[config.mk]
export PLATFORM = sky130hd
export DESIGN_NAME = alu_result_stage
export DESIGN_NICKNAME = d
export VERILOG_FILES = /design/src/rtl/alu_result_stage.sv
export SDC_FILE = /design/constraint.sdc
export NUM_CORES = 1
export LEC_CHECK = 0
export BUFFER_PORTS_ARGS = -buffer_cell sky130_fd_sc_hd__buf_2
export CELL_PAD_IN_SITES_DETAIL_PLACEMENT = 1
export CELL_PAD_IN_SITES_GLOBAL_PLACEMENT = 1
export CORE_UTILIZATION = 35
export CTS_BUF_LIST = sky130_fd_sc_hd__clkbuf_2 sky130_fd_sc_hd__clkbuf_4 sky130_fd_sc_hd__clkbuf_8
export CTS_CLUSTER_SIZE = 20
export DETAILED_ROUTE_END_ITERATION = 16
export GPL_TIMING_DRIVEN = 0
export PLACE_DENSITY = 0.78
export SLEW_MARGIN = 20
export SYNTH_ARGS = -nofsm -noshare
export SYNTH_HDL_FRONTEND = slang
export SYNTH_SLANG_ARGS = --single-unit
[constraint.sdc]
create_clock -name clk -period 1.85 [get_ports clk]
set_input_delay 0.555 -clock clk [delete_from_list [all_inputs] [get_ports clk]]
set_output_delay 0.555 -clock clk [all_outputs]
set_load 0.05 [all_outputs]
[src/rtl/alu_result_stage.sv]
// alu_result_stage: registered output stage behind the 32-bit logic/arith units.
// Captures the result word and its op tag, derives zero/negative flags at capture,
// and hands results to writeback through a 2-entry skid buffer (valid/ready).
// in_ready is registered, so there is no combinational path from out_ready.
// Counts output transfers in a wrapping counter.
// Optional feature: define ALU_RESULT_PARITY_EN to add out_par (= ^outC), which is
// captured and skidded together with its word.
module alu_result_stage #(
   parameter int unsigned WIDTH = 32,
   parameter int unsigned OPW   = 3,
   parameter int unsigned CNTW  = 16
) (
   input  logic             clk,
   input  logic             rst,
   input  logic             in_valid,
   output logic             in_ready,
   input  logic [WIDTH-1:0] inC,
   input  logic [OPW-1:0]   in_op,
   output logic             out_valid,
   input  logic             out_ready,
   output logic [WIDTH-1:0] outC,
   output logic [OPW-1:0]   out_op,
   output logic             out_zero,
   output logic             out_neg,
`ifdef ALU_RESULT_PARITY_EN
   output logic             out_par,
`endif
   output logic [CNTW-1:0]  retired
);

   typedef enum logic [1:0] {
      EMPTY = 2'd0,
      ONE   = 2'd1,
      TWO   = 2'd2
   } state_t;

   // One buffered result: word, tag and the flags derived when it was captured.
   typedef struct packed {
      logic [WIDTH-1:0] c;
      logic [OPW-1:0]   op;
      logic             z;
      logic             n;
`ifdef ALU_RESULT_PARITY_EN
      logic             p;
`endif
   } entry_t;

   state_t          state_q, state_d;
   entry_t          main_q, main_d;
   entry_t          skid_q, skid_d;
   entry_t          in_entry;
   logic            in_ready_q, in_ready_d;
   logic [CNTW-1:0] retired_q, retired_d;
   logic            in_xfer;
   logic            out_xfer;

   // Build the incoming entry; flags are fixed here and travel with the word.
   always_comb begin
      in_entry    = '0;
      in_entry.c  = inC;
      in_entry.op = in_op;
      in_entry.z  = (inC == '0);
      in_entry.n  = inC[WIDTH-1];
`ifdef ALU_RESULT_PARITY_EN
      in_entry.p  = ^inC;
`endif
   end

   // Next-state, data movement and counter update for the skid buffer.
   always_comb begin
      state_d   = state_q;
      main_d    = main_q;
      skid_d    = skid_q;
      retired_d = retired_q;
      in_xfer   = in_valid & in_ready_q;
      out_xfer  = (state_q != EMPTY) & out_ready;

      unique case (state_q)
         EMPTY: begin
            if (in_xfer) begin
               main_d  = in_entry;
               state_d = ONE;
            end
         end
         ONE: begin
            if (in_xfer && !out_xfer) begin
               skid_d  = in_entry;
               state_d = TWO;
            end else if (!in_xfer && out_xfer) begin
               state_d = EMPTY;
            end else if (in_xfer && out_xfer) begin
               main_d  = in_entry;
            end
         end
         TWO: begin
            // in_ready is low here, so only a drain of the main entry can happen.
            if (out_xfer) begin
               main_d  = skid_q;
               state_d = ONE;
            end
         end
         default: state_d = EMPTY;
      endcase

      if (out_xfer) begin
         retired_d = retired_q + CNTW'(1);
      end

      // Ready for the next cycle depends only on where the buffer is going.
      in_ready_d = (state_d != TWO);
   end

   // State, entries, ready and counter registers with synchronous reset.
   always_ff @(posedge clk) begin
      if (rst) begin
         state_q    <= EMPTY;
         main_q     <= '0;
         skid_q     <= '0;
         in_ready_q <= 1'b0;
         retired_q  <= '0;
      end else begin
         state_q    <= state_d;
         main_q     <= main_d;
         skid_q     <= skid_d;
         in_ready_q <= in_ready_d;
         retired_q  <= retired_d;
      end
   end

   assign in_ready  = in_ready_q;
   assign out_valid = (state_q != EMPTY);
   assign outC      = main_q.c;
   assign out_op    = main_q.op;
   assign out_zero  = main_q.z;
   assign out_neg   = main_q.n;
`ifdef ALU_RESULT_PARITY_EN
   assign out_par   = main_q.p;
`endif
   assign retired   = retired_q;

endmodule
### Word level (Yosys, flattened, before mapping)

Cells that the tools add are included.

* add/subtract/negate cells: 1
* $mul: 0
* div/mod/pow operators: 0
* magnitude comparators: 0
* equality and inequality tests: 8
* shifts and indexed selects: 0
* mux-type cells: 11
* bitwise logic cells: 2
* reductions and logical operators: 11

Operator list (count)
* two-way mux 37 bit: 5
* one-hot mux 37 bit (3 select lines): 1
* zero test 32 bit: 1
* adder 16 x 1 -> 16 bit (second input constant): 1
* != test 2 bit (second input constant): 6
* two-way mux 2 bit: 4
* one-hot mux 2 bit (3 select lines): 1
* AND reduction 6 bit: 1
* logical AND 1 bit: 3
* nonzero test 3 bit: 1
* bitwise AND 1 bit: 2
* == test 2 x 1 -> 1 bit (second input constant): 1
* == test 2 bit (second input constant): 1
* zero test 1 bit: 2
* zero test 2 bit: 1
* AND reduction 2 bit: 1
* nonzero test 2 bit: 1

* bits in registers: 93
* bits in latches: 0
* memory bits (writable): 0
* memory bits (read-only): 0
* input port bits: 39
* output and inout port bits: 55
* memories kept: 0

### Longest topological paths before layout

Gate-level depths: netlist of the first run.

* depth after elaboration: 7
* depth in mapped cells: 7

### Least setup slack after synthesis of the first run

Ideal clock, no wire load.

* kind: register to register
* start: register retired_q[4], in the netlist retired[4]
* end: register retired_q[15], in the netlist retired[15]
* setup time: 0.121 ns
* arrival time: 1.837 ns
* data required time: 1.729 ns
* slack: -0.108 ns
* cell stages (with the launch flop): 5
* period minus slack after synthesis: 1.958 ns
* cells stage by stage: dfxtp_1 > nand4_4 > nor4_4 > nor3b_2 > mux2_2

* longest elaborated chain between the ends: 1

RTL lines
* start, declared: RTL line 53 `logic [CNTW-1:0] retired_q, retired_d;`
* start signal, assigned: RTL line 126 `retired_q <= retired_d;`
* adder 16 x 1 -> 16 bit: RTL line 106 `retired_d = retired_q + CNTW'(1);`

Every way passes these cells.
A chain may end at the register's enable or synchronous reset.

### Final worst setup path of the first run

* start: register state_q[0]
* end: output out_valid

* longest elaborated chain between the ends: 1

RTL lines
* start, declared: RTL line 48 `state_t state_q, state_d;`
* start signal, assigned: RTL line 122 `state_q <= state_d;`
* nonzero test 2 bit: RTL line 131 `assign out_valid = (state_q != EMPTY);`
* end, declared: RTL line 19 `output logic out_valid,`

Every way passes these cells.

==> impl_metrics.env, run 1 <==
export IMPL_synth_edff_count=0
export IMPL_final_max_slew_viol_count=0
export IMPL_relSlewSlack_pct=62.7
export IMPL_yosysWarnings=0
export IMPL_power_density_nw_per_um2=877
export IMPL_static_leakage_nw=2.12
export IMPL_multi_input_comb_area_um2=1850
export IMPL_placement_rows=37
export IMPL_cts_tree="yes"
export IMPL_num_clock_sinks=91
export IMPL_synth_ff_type="dfxtp_1"
export IMPL_final_hold_violation_count=0
export IMPL_number_of_antenna_violations_at_the_first_check_in_global_routing=0
export IMPL_post_route_worst_setup_slack_ps=56.2
export IMPL_clkSlewWorstSetupHoldPaths_ps=90
export IMPL_clock_buffers_created_by_tritoncts=9
export IMPL_h_tree_depth=3
export IMPL_drt_pass1_iter_count=4
export IMPL_vias=3415
export IMPL_fin_crit_ps=1790
export IMPL_drive_gt1_share_pct=26.2
export IMPL_die_height_um=107
export IMPL_floorplan_die_area_um2=11400
export IMPL_postSynth_asyncResetShare_pct=0
export IMPL_grt_start_max_net_pins=14
export IMPL_holdWs_ps=437
export IMPL_timing_worst_setup_path_type="reg -> out"
export IMPL_initial_utilization_pct=36.7
export IMPL_cap_violations=0
export IMPL_highest_ir_drop_seen_on_vdd_uv=336
export IMPL_pre_cts_ws_ps=-127
export IMPL_finish_net_count=575
export IMPL_gr_usage_all_layers_pct=19.7
export IMPL_syn_nets=472
export IMPL_cp_arrival_ps=1240
export IMPL_holdBufCountCts=0
export IMPL_tightestPinTransition_ps=560
export IMPL_antenna_cells=0
export IMPL_crit_path_end_kind="primary output"
export IMPL_status="finished clean"
export IMPL_mappedNetlistArea_um2=3850
export IMPL_dp_final_hpwl_mm=8.09
export IMPL_ant_nets=0
export IMPL_vias_cell=5.07
export IMPL_nFillCells=1261
export IMPL_finalSetupTns_ps=0
export IMPL_totalPowerFinal_mw=4.12
export IMPL_synth_cell_type_count=43
export IMPL_route_final_wire_length_mm=10.8
export IMPL_synthesis_instances=432
export IMPL_cp_data_required_time_ps=1290
export IMPL_clk_latency_ps=370
export IMPL_grt_overflow_total=0
export IMPL_top_level_ports=94
export IMPL_cts_repair_timing_setup_buffer_count=0
export IMPL_area_added_between_synthesis_and_finish_pct=21.9
export IMPL_layout_area_seq_um2=1830
export IMPL_via_count_of_the_first_global_routing_pass=3465
export IMPL_detailroute_wirelength_met3_um=359
export IMPL_holdCritPathClass="in -> reg"
export IMPL_placeable_core_area_um2=10500
export IMPL_detailedRoute_firstIterationViolations=76
export IMPL_finalInstanceArea_um2=4700
export IMPL_timing_final_crit_share_pct=97.0
export IMPL_met2_wirelength_mm=5.15
export IMPL_rsz0062_at_grt="false"
export IMPL_setup_violations=0
export IMPL_clk_root_buffer_cell="clkbuf_8"
export IMPL_max_freq_mhz=557
export IMPL_grt_first_pass_wirelength_mm=17.3
export IMPL_die_width_um=107
export IMPL_post_synth_cell_area_avg_um2=8.92
export IMPL_uppermost_layer_routed="met4"
export IMPL_postPlaceCellArea_um2=4490
export IMPL_post_drt_wl_per_cell_um=16.0
export IMPL_synth_ff_latch_count=91
export IMPL_seq_area_frac_synth_pct=47.3
export IMPL_drc=0
export IMPL_place_port_buffers=92
export IMPL_finClkSkew_ps=8.28
export IMPL_startpoint_type="flop"
export IMPL_clk_path_buf_depth=2
export IMPL_drt_met1_wl_mm=5.05
export IMPL_cp_max_fo=9
export IMPL_gpl_final_weighted_congestion=0.759
==> cell type report <==
| type | count | area share (%) |
|---|---|---|
| well taps | 136 | 3.62 |
| clock buffers | 12 | 3.25 |
| flip-flops and latches | 91 | 38.9 |
| clock inverters | 2 | 0.799 |
| plain buffers | 32 | 3.76 |
| repair buffers | 92 | 10.0 |
| inverters | 3 | 0.240 |
| multi-input cells | 306 | 39.4 |
==> cell families (layout without fill, tap and decap cells) <==
| logic type | Yosys count | after routing | share of synthesized area (%) |
|---|---|---|---|
| and+or+nand+nor | 173 | 173 | 21.0 |
| DFF | 91 | 91 | 47.3 |
| AOI/OAI and AO/OA | 81 | 81 | 13.5 |
| muxes | 41 | 41 | 10.8 |
| buffers and inverters | 35 | 141 | 4.77 |
| xor gates and xnor gates | 10 | 10 | 2.27 |
| adders and majority gates | 1 | 1 | 0.325 |
==> path summary, 6_finish.rpt <==
| kind | start | end | slack (ps) | cells after the start |
|---|---|---|---|---|
| worst max-delay path | state_q[0] | out_valid | 60 | 3 |
| worst min-delay path | inC[25] | skid_q[30] | 440 | 3 |
| worst max register to register | state_q[0] | retired[15] | 110 | 5 |
| worst min register to register | skid_q[25] | skid_q[25] | 460 | 2 |
==> state kept, by name (all words and copies together) (netlist names) <==
| register | count |
|---|---|
| in_ready | 1 |
| outC | 32 |
| out_op | 3 |
| out_zero | 1 |
| retired | 16 |
| skid_q | 36 |
| state_q | 2 |
==> layout by cell type (no fill, tap or decap), drive strengths merged, types with 5 or more instances in the layout <==
cell type,n
a21oi,39
mux2i,37
buf,113
clkbuf,23
nand2,77
a211oi,35
nor4,11
nor2,55
nand3,5
dfxtp,91
xnor2,6
==> where the power goes <==
| group | total, mW | leakage [nW] | switching, mW | internal [mW] |
|---|---|---|---|---|
| Combinational | 0.657 | 1.28 | 0.473 | 0.184 |
| Sequential | 2.08 | 0.743 | 0.0421 | 2.03 |
| Clock | 1.38 | 0.0954 | 0.706 | 0.679 |
==> cells in the mapped netlist, types with 2 or more instances <==
library cell	n	share of area, %
o21ai_0	2	0.26
nor4_1	10	1.6
xor2_1	4	0.91
inv_1	3	0.29
nand2_1	76	7.4
nand4_1	3	0.49
nor4b_1	2	0.45
buf_1	5	0.49
buf_6	2	0.58
buf_2	6	0.78
clkbuf_1	11	1.1
nor2_1	55	5.4
a21oi_1	39	5.1
nor2b_1	4	0.65
a211oi_1	35	6.8
mux2_2	4	1.2
nor3_1	3	0.39
dfxtp_1	91	47
mux2i_1	37	9.6
buf_4	8	1.6
nand3_1	5	0.65
xnor2_1	6	1.4
==> through the flow <==
stage,util [%],std cells
2_1_floorplan,-,432
3_3_place_gp,42.7,660
3_5_place_dp,42.7,660
4_1_cts,44.6,674
5_1_grt,44.7,674
6_report,44.7,674
==> what timing repair did <==
item / CTS / global route
endpoints found under the hold margin: 0 / 0
endpoints found under the setup margin: 1 / 2
gates resized for setup: 4 / 1
pin swaps: 0 / 1
==> metal layers <==
metal | track usage, % | vias up
li1 | - | 1692
met1 | 24.8 | 1643
met2 | 32.9 | 66
met3 | 3.47 | 14
met4 | 8.32 | 0
met5 | 0 | -
==> critical path, stage by stage, from the launching register on <==
cell	delay, ps
dfxtp_1	300
buf_2	160
or2_4	260
buf_8	150
(Power assumes the default switching activity.)
==> run 2: changes to the inputs <==
Settings changed: CORE_ASPECT_RATIO set to 0.9, SETUP_SLACK_MARGIN set to 0.4.
==> impl_metrics.env, run 2 (same netlist as run 1, synthesis figures left out) <==
export IMPL_grt_start_max_net_pins=16
export IMPL_area_added_between_synthesis_and_finish_pct=98.6
export IMPL_grt_first_pass_wirelength_mm=25.3
export IMPL_cp_arrival_ps=2200
export IMPL_die_width_um=113
export IMPL_h_tree_depth=3
export IMPL_cap_violations=0
export IMPL_clk_root_buffer_cell="clkbuf_8"
export IMPL_clock_buffers_created_by_tritoncts=9
export IMPL_largest_register="skid_q"
export IMPL_status="complete, but fails checks"
export IMPL_static_leakage_nw=3.32
export IMPL_max_freq_mhz=537
export IMPL_tightestPinTransition_ps=807
export IMPL_vias_cell=5.89
export IMPL_die_height_um=102
export IMPL_timing_critical_path_cells="buf_6, buf_6, buf_6, and3b_2, and2_4, buf_12, buf_12, buf_16, nand2_1, a21oi_2"
export IMPL_finalSetupTns_ps=-24.4
export IMPL_placement_rows=35
export IMPL_cpMaxStageDelayCell="dfxtp_2"
export IMPL_final_cell_mix="buf_8 (64), buf_4 (49), buf_2 (37)"
export IMPL_highest_ir_drop_seen_on_vdd_uv=510
export IMPL_final_hold_violation_count=0
export IMPL_critical_path_max_stage_delay_ps=340
export IMPL_finClkSkew_ps=15.2
export IMPL_holdBufCountCts=0
export IMPL_grt_overflow_total=0
export IMPL_drive_gt1_share_pct=74.3
export IMPL_route_final_wire_length_mm=21.8
export IMPL_layout_cells_non_filler=759
export IMPL_finish_net_count=665
export IMPL_final_max_slew_viol_count=0
export IMPL_initial_utilization_pct=36.8
export IMPL_critical_path_top_delay_family="buffers and inverters"
export IMPL_clkSlewWorstSetupHoldPaths_ps=110
export IMPL_setup_violations=3
export IMPL_post_route_util_pct=73.1
export IMPL_rsz0062_at_grt="true"
export IMPL_largest_reg_flops=36
export IMPL_vias=4467
export IMPL_clk_latency_ps=420
export IMPL_holdCritPathClass="in -> reg"
export IMPL_numPlacedInstances=653
export IMPL_startpoint_type="flop"
export IMPL_via_count_of_the_first_global_routing_pass=4424
export IMPL_dp_final_hpwl_mm=8.07
export IMPL_num_clock_sinks=91
export IMPL_cpMostUsedCell="buf_6"
export IMPL_fin_crit_ps=1860
export IMPL_cts_tree="yes"
export IMPL_gpl_final_weighted_congestion=0.728
export IMPL_gr_usage_all_layers_pct=29.5
export IMPL_crit_path_end_kind="flop"
export IMPL_clk_path_buf_depth=2
export IMPL_layout_cells_most_common="buf_8"
export IMPL_cp_data_required_time_ps=2190
export IMPL_relSlewSlack_pct=46.2
export IMPL_cp_num_buf_inv=6
export IMPL_timing_final_crit_share_pct=101
export IMPL_drt_pass1_iter_count=4
export IMPL_detailedRoute_firstIterationViolations=237
export IMPL_place_port_buffers=92
export IMPL_timing_worst_setup_path_type="reg -> reg"
export IMPL_number_of_antenna_violations_at_the_first_check_in_global_routing=0
export IMPL_post_route_worst_setup_slack_ps=-10.6
export IMPL_drc=0
export IMPL_top_level_ports=94
export IMPL_power_density_nw_per_um2=647
export IMPL_antenna_cells=0
export IMPL_failed_checks="negative setup slack"
export IMPL_ant_nets=0
export IMPL_cp_max_fo=7
export IMPL_floorplan_die_area_um2=11400
export IMPL_post_drt_wl_per_cell_um=28.8
export IMPL_placeable_core_area_um2=10500
run 2: cell types whose count changed in the layout (fill, tap and decap cells not counted), moves of 24 or more:
| cell | before | now |
|---|---|---|
| buf_8 | 1 | 64 |
| buf_2 | 97 | 37 |
| dfxtp_1 | 86 | 36 |
| nand2_1 | 76 | 30 |
| buf_4 | 7 | 49 |
| a21oi_1 | 39 | 3 |
| a21oi_2 | 0 | 35 |
| a211oi_1 | 35 | 1 |
| a211oi_2 | 0 | 32 |
| nand2_4 | 0 | 31 |
| nor2_1 | 55 | 28 |
| dfxtp_4 | 0 | 26 |
| buf_6 | 3 | 27 |
| dfxtp_2 | 5 | 29 |
run 2: worst paths after layout:
kind              slack (ps)          to       start  cells after the start
hold reg to reg          470  skid_q[19]  skid_q[19]                      2
hold / removal           410   skid_q[4]    in_op[2]                      3
setup reg to reg         -10   skid_q[5]  state_q[1]                     10
setup / recovery         -10   skid_q[5]  state_q[1]                     10
run 2: worst reg2reg max path: cells and delay by family (launching register included):
family / cells / cell delay (ps)
AO/OA/AOI/OAI: 1 / 160
flip-flops: 1 / 340
buffers and inverters: 6 / 760
AND/OR/NAND/NOR: 3 / 540
run 2: final cells by class:
class	instances	area (um2)
well taps	129	161
flip-flops and latches	91	1960
fillers	1005	2820
plain buffers	32	413
repair buffers	181	2050
inverters	3	11.3
clock inverters	4	51.3
clock buffers	12	153
multi-input cells	307	2850
run 2: stage by stage:
step	hold WS, ps	total power [mW]	area, um2	setup slack, ps
2_1_floorplan	436	2.57	3990	252
3_3_place_gp	441	2.76	4610	-24.8
3_5_place_dp	448	2.78	4610	-81.5
4_1_cts	411	4.53	6590	63.4
5_1_grt	412	5.05	7650	-43.9
6_report	410	4.95	7650	-10.6
run 2: timing repair:
action | in CTS | in global routing
resized for setup | 303 | 225
cloned | 14 | 2
buffers inserted | 51 | 23
pin swaps | 45 | 80
endpoints found under the setup margin | 137 | 143
run 2: where the power goes:
| group | total (mW) | internal (mW) | leakage, nW | switching (mW) |
|---|---|---|---|---|
| registers | 2.11 | 2.02 | 0.771 | 0.0874 |
| logic | 1.31 | 0.566 | 2.45 | 0.743 |
| clock network | 1.53 | 0.693 | 0.103 | 0.835 |
run 2: routing by layer:
layer / GRT usage [%] / routed length, um / vias up
met5: 0 / 0 / -
met4: 15.4 / 846 / 0
met3: 6.82 / 1110 / 70
met2: 52.0 / 11200 / 226
met1: 33.6 / 8660 / 2288
li1: - / - / 1883
==> run 3: changes to the inputs <==
Settings changed: CORE_MARGIN set to 5.
==> impl_metrics.env, run 3 (same netlist as run 1, synthesis figures left out) <==
export IMPL_status="complete, but fails checks"
export IMPL_failed_checks="negative setup slack"
export IMPL_nFillCells=1037
export IMPL_clkSlewWorstSetupHoldPaths_ps=100
export IMPL_layout_cells_non_filler=751
export IMPL_top_level_ports=94
export IMPL_rsz0062_at_grt="true"
export IMPL_post_drt_wl_per_cell_um=29.5
export IMPL_cp_max_fo=6
export IMPL_grt_overflow_total=0
export IMPL_critical_path_max_stage_delay_ps=330
export IMPL_floorplan_die_area_um2=13200
export IMPL_setup_violations=2
export IMPL_post_route_util_pct=69.7
export IMPL_finClkSkew_ps=13.6
export IMPL_final_cell_mix="buf_8 (68), nor2_1 (43), buf_2 (38), buf_4 (38)"
export IMPL_dp_final_hpwl_mm=8.50
export IMPL_cp_data_required_time_ps=2160
export IMPL_cap_violations=0
export IMPL_grt_start_max_net_pins=14
export IMPL_min_delay_worst_endpoint="skid_q[24]"
export IMPL_cpMostUsedCell="buf_6"
export IMPL_clk_root_buffer_cell="clkbuf_8"
export IMPL_drt_pass1_iter_count=7
export IMPL_holdWs_ps=434
export IMPL_final_hold_violation_count=0
export IMPL_grt_first_pass_wirelength_mm=26.7
export IMPL_detailedRoute_firstIterationViolations=370
export IMPL_post_route_worst_setup_slack_ps=-29.5
export IMPL_vias=4429
export IMPL_area_added_between_synthesis_and_finish_pct=95.6
export IMPL_static_leakage_nw=3.09
export IMPL_numPlacedInstances=657
export IMPL_drc=0
export IMPL_route_final_wire_length_mm=22.2
export IMPL_highest_ir_drop_seen_on_vdd_uv=653
export IMPL_fin_crit_ps=1880
export IMPL_die_width_um=121
export IMPL_reg2reg_setup_slack_ps=-30
export IMPL_rr_worst_depth=11
export IMPL_max_freq_mhz=532
export IMPL_largest_reg_flops=36
export IMPL_hold_path_cell_count=3
export IMPL_final_max_slew_viol_count=0
export IMPL_clk_path_buf_depth=2
export IMPL_finalSetupTns_ps=-50.8
export IMPL_largest_register="skid_q"
export IMPL_timing_critical_path_cells="buf_6, buf_6, buf_6, and2b_4, buf_6, buf_6, buf_12, nand2_8, buf_8, nand2_2, a21oi_2"
export IMPL_startpoint_type="flop"
export IMPL_timing_final_crit_share_pct=102
export IMPL_number_of_antenna_violations_at_the_first_check_in_global_routing=1
export IMPL_hold_path_startpoint="inC[19]"
export IMPL_relSlewSlack_pct=39.3
export IMPL_placement_rows=36
export IMPL_tightestPinTransition_ps=910
export IMPL_holdBufCountCts=0
export IMPL_clock_buffers_created_by_tritoncts=9
export IMPL_power_density_nw_per_um2=628
export IMPL_gr_usage_all_layers_pct=26.7
export IMPL_timing_worst_setup_path_type="reg -> reg"
export IMPL_finish_net_count=652
export IMPL_placeable_core_area_um2=10800
export IMPL_crit_path_end_kind="flop"
export IMPL_num_clock_sinks=91
export IMPL_rr_startpoint="state_q[0]"
export IMPL_gpl_final_weighted_congestion=0.772
export IMPL_drive_gt1_share_pct=73.6
export IMPL_die_height_um=110
export IMPL_via_count_of_the_first_global_routing_pass=4551
export IMPL_cpMaxStageDelayCell="dfxtp_2"
export IMPL_cts_tree="yes"
export IMPL_clk_latency_ps=390
export IMPL_initial_utilization_pct=35.6
export IMPL_timing_rr_end="skid_q[14]"
export IMPL_place_port_buffers=92
export IMPL_cp_arrival_ps=2190
export IMPL_layout_cells_most_common="buf_8"
export IMPL_h_tree_depth=3
export IMPL_ant_nets=0
export IMPL_vias_cell=5.90
export IMPL_pre_cts_ws_ps=-127
export IMPL_holdCritPathClass="in -> reg"
run 3: cell types whose count changed in the layout (fill, tap and decap cells not counted), moves of 4 or more:
cell / delta
buf_4: -11
buf_6: -4
buf_8: +4
nand2_1: -10
nand2_2: +13
nor2_1: +15
nor2_2: -14
run 3: through the flow:
| step | total power, mW | area [um2] |
|---|---|---|
| floorplan | 2.57 | 3990 |
| global placement | 2.76 | 4610 |
| detailed placement | 2.78 | 4610 |
| CTS | 4.36 | 6390 |
| global route | 4.88 | 7530 |
| finish | 4.73 | 7530 |
run 3: report_power, final:
part | internal [mW] | switching [mW]
Clock | 0.564 | 0.771
Sequential | 2.02 | 0.0888
Combinational | 0.560 | 0.729
run 3: timing repair:
item | CTS | global route
endpoints found under the setup margin | 129 | 144
cloned | 11 | 2
gates resized for setup | 310 | 227
pin swaps | 63 | 80
endpoints found under the hold margin | 0 | 0
setup buffers | 39 | 25
run 3: worst max-delay path by stage:
stage                     from           to  slack [ps]  cells after the start
floorplan           retired[4]  retired[15]         250                      4
global placement       inC[14]    skid_q[1]         -80                      5
detailed placement     inC[14]    skid_q[1]        -130                      5
CTS                 state_q[0]    out_valid          70                      3
global route        state_q[0]  retired[10]         -80                      9
finish              state_q[0]   skid_q[14]         -30                     11
run 3: layout make-up:
cell class                 count  area (um2)  area share [%]
sequential                    91        1960            26.1
clock inverter                 3        13.8           0.183
clock buffer                  13         160            2.13
antenna                        1        2.50          0.0332
buffer                        32         424            5.63
multi-input combinational    307        2870            38.1
tap                          133         166            2.21
timing repair buffer         168        1920            25.5
inverter                       3        11.3           0.149
run 3: metal layers:
layer	GRT usage [%]	share of wire (%)	vias up
li1	-	-	1858
met1	29.9	38	2248
met2	47.6	50	244
met3	6.94	6.4	79
met4	12.5	4.8	0
met5	0	0	-
run 3: worst max-delay path, delay by kind of cell, from the launching register on:
family,cells,cell delay [ps]
AO/OA/AOI/OAI,1,170
buffers and inverters,7,880
flip-flops,1,330
AND/OR/NAND/NOR,3,400
